File: src/rtl/spatz_vrf_wbuf.sv
// spatz_vrf_wbuf
//   Write-back staging buffer between the slide unit's VRF write port and
//   the VRF write arbiter. It is a circular FIFO of Depth write words. The
//   vrf_* outputs always show the head entry.
//
//   A write to the same word address as the newest entry is merged into
//   that entry. The write is byte-masked and the byte enables are ORed. The
//   head entry is never a merge target, so the head stays stable while the
//   VRF stalls.
//
//   drained_o tells the unit that every accepted write has landed.
//
// Ports
//   clk_i, rst_i                    clock, async active-high reset
//   in_waddr_i/wdata_i/wbe_i/we_i   write request from slide unit
//   in_wvalid_o                     request accepted this cycle (comb.)
//   vrf_waddr_o/wdata_o/wbe_o/we_o  head entry offered to the VRF
//   vrf_wvalid_i                    VRF took the head entry this cycle
//   occupancy_o                     number of valid entries
//   drained_o                       empty and no incoming request
module spatz_vrf_wbuf #(
   parameter int Depth     = 4,
   parameter int AddrWidth = 10,
   parameter int DataWidth = 128,
   localparam int BeWidth  = DataWidth / 8,
   localparam int CntW     = $clog2(Depth + 1)
) (
   input  logic                 clk_i,
   input  logic                 rst_i,
   input  logic [AddrWidth-1:0] in_waddr_i,
   input  logic [DataWidth-1:0] in_wdata_i,
   input  logic [BeWidth-1:0]   in_wbe_i,
   input  logic                 in_we_i,
   output logic                 in_wvalid_o,
   output logic [AddrWidth-1:0] vrf_waddr_o,
   output logic [DataWidth-1:0] vrf_wdata_o,
   output logic [BeWidth-1:0]   vrf_wbe_o,
   output logic                 vrf_we_o,
   input  logic                 vrf_wvalid_i,
   output logic [CntW-1:0]      occupancy_o,
   output logic                 drained_o
);

   localparam int PtrW = $clog2(Depth);
   localparam logic [CntW-1:0] DepthCnt = CntW'(Depth);
   localparam logic [CntW-1:0] TwoCnt   = CntW'(2);

   logic [AddrWidth-1:0] mem_addr_q [Depth];
   logic [AddrWidth-1:0] mem_addr_d [Depth];
   logic [DataWidth-1:0] mem_data_q [Depth];
   logic [DataWidth-1:0] mem_data_d [Depth];
   logic [BeWidth-1:0]   mem_be_q   [Depth];
   logic [BeWidth-1:0]   mem_be_d   [Depth];
   logic [PtrW-1:0]      head_q, head_d;
   logic [PtrW-1:0]      tail_q, tail_d;
   logic [CntW-1:0]      count_q, count_d;

   logic [PtrW-1:0] newest;
   logic            zero_be;
   logic            merge;
   logic            push;
   logic            pop;

   always_comb begin
      newest  = tail_q - PtrW'(1);
      zero_be = (in_wbe_i == '0);
      pop     = (count_q != '0) & vrf_wvalid_i;
      // count >= 2 guarantees the newest entry is not the head.
      merge   = in_we_i & ~zero_be & (count_q >= TwoCnt) &
                (mem_addr_q[newest] == in_waddr_i);
      push    = in_we_i & ~zero_be & ~merge & ((count_q < DepthCnt) | pop);
      in_wvalid_o = in_we_i & (merge | zero_be | (count_q < DepthCnt) | pop);
   end

   always_comb begin
      mem_addr_d = mem_addr_q;
      mem_data_d = mem_data_q;
      mem_be_d   = mem_be_q;
      head_d     = head_q;
      tail_d     = tail_q;
      count_d    = count_q;

      if (merge) begin
         for (int b = 0; b < BeWidth; b++) begin
            if (in_wbe_i[b]) begin
               mem_data_d[newest][b*8 +: 8] = in_wdata_i[b*8 +: 8];
            end
         end
         mem_be_d[newest] = mem_be_q[newest] | in_wbe_i;
      end

      // When full with a pop, tail == head; the slot is overwritten at the
      // same edge the old head leaves, so the offered word is unaffected.
      if (push) begin
         mem_addr_d[tail_q] = in_waddr_i;
         mem_data_d[tail_q] = in_wdata_i;
         mem_be_d[tail_q]   = in_wbe_i;
         tail_d             = tail_q + PtrW'(1);
      end

      if (pop) begin
         head_d = head_q + PtrW'(1);
      end

      case ({push, pop})
         2'b10:   count_d = count_q + CntW'(1);
         2'b01:   count_d = count_q - CntW'(1);
         default: count_d = count_q;
      endcase
   end

   always_ff @(posedge clk_i or posedge rst_i) begin
      if (rst_i) begin
         for (int i = 0; i < Depth; i++) begin
            mem_addr_q[i] <= '0;
            mem_data_q[i] <= '0;
            mem_be_q[i]   <= '0;
         end
         head_q  <= '0;
         tail_q  <= '0;
         count_q <= '0;
      end else begin
         mem_addr_q <= mem_addr_d;
         mem_data_q <= mem_data_d;
         mem_be_q   <= mem_be_d;
         head_q     <= head_d;
         tail_q     <= tail_d;
         count_q    <= count_d;
      end
   end

   assign vrf_waddr_o = mem_addr_q[head_q];
   assign vrf_wdata_o = mem_data_q[head_q];
   assign vrf_wbe_o   = mem_be_q[head_q];
   assign vrf_we_o    = (count_q != '0);
   assign occupancy_o = count_q;
   assign drained_o   = (count_q == '0) & ~in_we_i;

endmodule

File: config.mk
export PLATFORM = sky130hd
export DESIGN_NAME = spatz_vrf_wbuf
export DESIGN_NICKNAME = d
export VERILOG_FILES = /design/src/rtl/spatz_vrf_wbuf.sv
export SDC_FILE = /design/constraint.sdc
export NUM_CORES = 1
export LEC_CHECK = 0
export CAP_MARGIN = 30
export CORE_AREA = 4 4 244 246
export DETAILED_ROUTE_END_ITERATION = 6
export DIE_AREA = 0 0 248 250
export GPL_ROUTABILITY_DRIVEN = 1
export PLACE_DENSITY = 0.8
export SLEW_MARGIN = 0
export SYNTH_ARGS = -nofsm -noshare
export SYNTH_HDL_FRONTEND = slang
export SYNTH_SLANG_ARGS = --single-unit
File: constraint.sdc
create_clock -name clk_i -period 23.2 [get_ports clk_i]
set_input_delay 4.64 -clock clk_i [delete_from_list [all_inputs] [get_ports clk_i]]
set_output_delay 4.64 -clock clk_i [all_outputs]
set_load 0.005 [all_outputs]
==> reports/metrics.cfg <==
[sta]
tns_ns=0
clock.fmax_mhz=78.71
hold_viol=0
slew_headroom_pct=29.78
timing.hold.ws_ns=0.4764
fin_ws_ns=10.50
setup-violations-final=0
fin_crit_ns=12.70
worstMarginPinSlew_ns=1.053
fin_skew_ns=0.02220
finalMaxSlewViolations=0
post-route-period-util_pct=54.76
rsz0062_at_grt=no

[global_routing]
grt_usage_pct=23.36
grt_pass1_vias=19101
antenna_found_initial=9
grt_max_degree=192
grt_overflow=0
grt_pass1_wl_um=113000

[synthesis]
synth-edff-count=0
synth_seq_cells=623
synth_area_per_cell_sq_um=16.04
syn-cell-area_sq_mm=0.02896
yosysTopAreaCell=dfrtp_1
synth_warnings=0
synth_common_cells=623 x dfrtp_1, 518 x mux2_2, 177 x mux4_2
ys.flop_type=dfrtp_1
syn_nets=1969
synthTopCellsByArea=dfrtp_1 54%, mux2_2 20%, mux4_2 14%, a221oi_1 1.5%, a21o_1 1.2%
synth-seq-area-share_pct=53.84
yosysMostFrequentCell=dfrtp_1
synth_top_area_share_pct=53.84
syn_inst=1805
ys_types=45
postSynth.asyncResetShare_pct=100.0

[setup_path]
cp_max_fo=18
cp.arrival_ns=8.06
crit_buf_inv=2
crit_path_frequent_cell=clkdlybuf4s50_1
critPathKind=input pin to output port
r2r-start=tail_q[1]$_DFFE_PP0P_
critPathRequiredTime_ns=18.56
worstSetupEndpointType=output port
cp_top_family=buffers and inverters
crit_path_cell_trace=clkdlybuf4s50_1 > xnor2_1 > or3_1 > a211oi_4 > nand2_1 > a31oi_1 > clkdlybuf4s50_1
cp_slowest_cell=nand2_1
crit_start=in_waddr_i[3]
slowest_delay_ns=0.70
cp-start-kind=input pin

[cts]
post_cts_buffers=0
cts-root-buf=clkbuf_16
cts_max_level=3
clk_pin_slew_ns=0.05
cts.sinks=623
clk_path_buf_depth=3
clock_latency_ns=0.60
hold_buffers=0
cts_buffers=68
cts_resized=0
cts_tree=built

[pwr]
ir_drop_mv=0.09889
power_density_mw_per_mm2=159.6
p_leak_uw=0.01434

[drt]
first_iter_violations=1134
wl_per_cell_um=24.61
wirelength_um=71360
first_pass_iters=5
avgViaCountPerCell=6.003
ant_nets=0
drc_errors=0
routed-via-count=17410

[placement]
dp_slack_ns=10.57
gp_congestion=0.7786
hpwl_um=45970
numPortBuffers=317

[floorplanning]
die-area_sq_mm=0.06200
die_w_um=248
core_area_sq_mm=0.05737
initial_core_util_pct=50.48
rows=88
die_h_um=250
io-pin-count=318

[status]
run_status=completed

[min_path]
hold_path_class=register to register
hp-start=mem_data_q[188]$_DFF_PP0_

[layout]
drive_gt1_share_pct=42.39
fin_nets=2246
syn2layout_area_growth_pct=20.79

[flow_run]
maxCapViolCount=0

-- logic make-up after synthesis --
family | synth area share, %
mux | 35.72
simple gates | 2.346
flops | 53.84
xor+xnor | 0.4537
compound gates | 4.494
fa+ha+maj | 0.2852
buf+inv | 2.869
-- area by class of cell --
cell class                      instances  area (sq um)
Multi-Input combinational cell       1024         12570
Tap cell                              765         957.2
Inverter                               25         101.3
Clock inverter                         22         272.8
Antenna cell                            7         17.52
Fill cell                            4152         22390
Sequential cell                       623         15600
Timing Repair Buffer                  340          3491
Clock buffer                           94          1973
-- cells in the final DEF, fill, tap and decap left out, drive strengths merged, types with 2 or more instances in the layout --
cell type,n
xor2,8
o221a,16
nor4,5
inv,27
nand4,3
mux2,552
clkinv,15
or2,16
nand2,5
mux4,177
a21o,48
a21oi,3
nor2,20
and4,3
clkbuf,94
ha,5
a221oi,48
mux2i,8
and2,2
nor3,48
clkdlybuf4s50,317
buf,23
diode,7
a31oi,2
nand3,21
dfrtp,623
bufinv,5
o21ai,18
xnor2,7
-- sequential cells by signal, indices dropped and copies added (netlist names) --
register,count
head_q,2
mem_addr_q,40
mem_be_q,64
mem_data_q,512
occupancy_o,3
tail_q,2
-- metal layers --
metal | vias to the layer above | GRT usage (%) | share of wire (%)
li1 | 7440 | - | -
met1 | 9371 | 31.13 | 41
met2 | 484 | 37.81 | 50
met3 | 111 | 6.393 | 6.8
met4 | 4 | 7.012 | 2.4
met5 | - | 0 | 0.036
-- path summary, 6_finish.rpt --
path,depth (start not counted),slack [ns],to
max,7,10.50,in_wvalid_o
min,1,0.48,mem_data_q[188]$_DFF_PP0_
max reg2reg,13,18.09,occupancy_o[2]$_DFFE_PP0P_
min reg2reg,1,0.48,mem_data_q[188]$_DFF_PP0_
max in group asynchronous,6,16.44,mem_data_q[172]$_DFF_PP0_
min in group asynchronous,2,4.35,mem_addr_q[33]$_DFFE_PP0P_
-- where the power goes --
group          total (uW)  switching (uW)  internal, uW
registers            1960             316          1650
clock network        1090             437           651
logic                2530             957          1570
-- per-stage QoR --
step	cell area [sq um]	instances	power (uW)	utilization (%)
5_1_grt	34960	2895	5901	60.95
6_report	34980	2900	5581	60.97
3_5_place_dp	32580	2772	4516	56.79
2_1_floorplan	28960	1805	3481	-
3_3_place_gp	32550	2771	4405	56.74
4_1_cts	34820	2888	5639	60.70
Power figures use the tool's default switching activity.
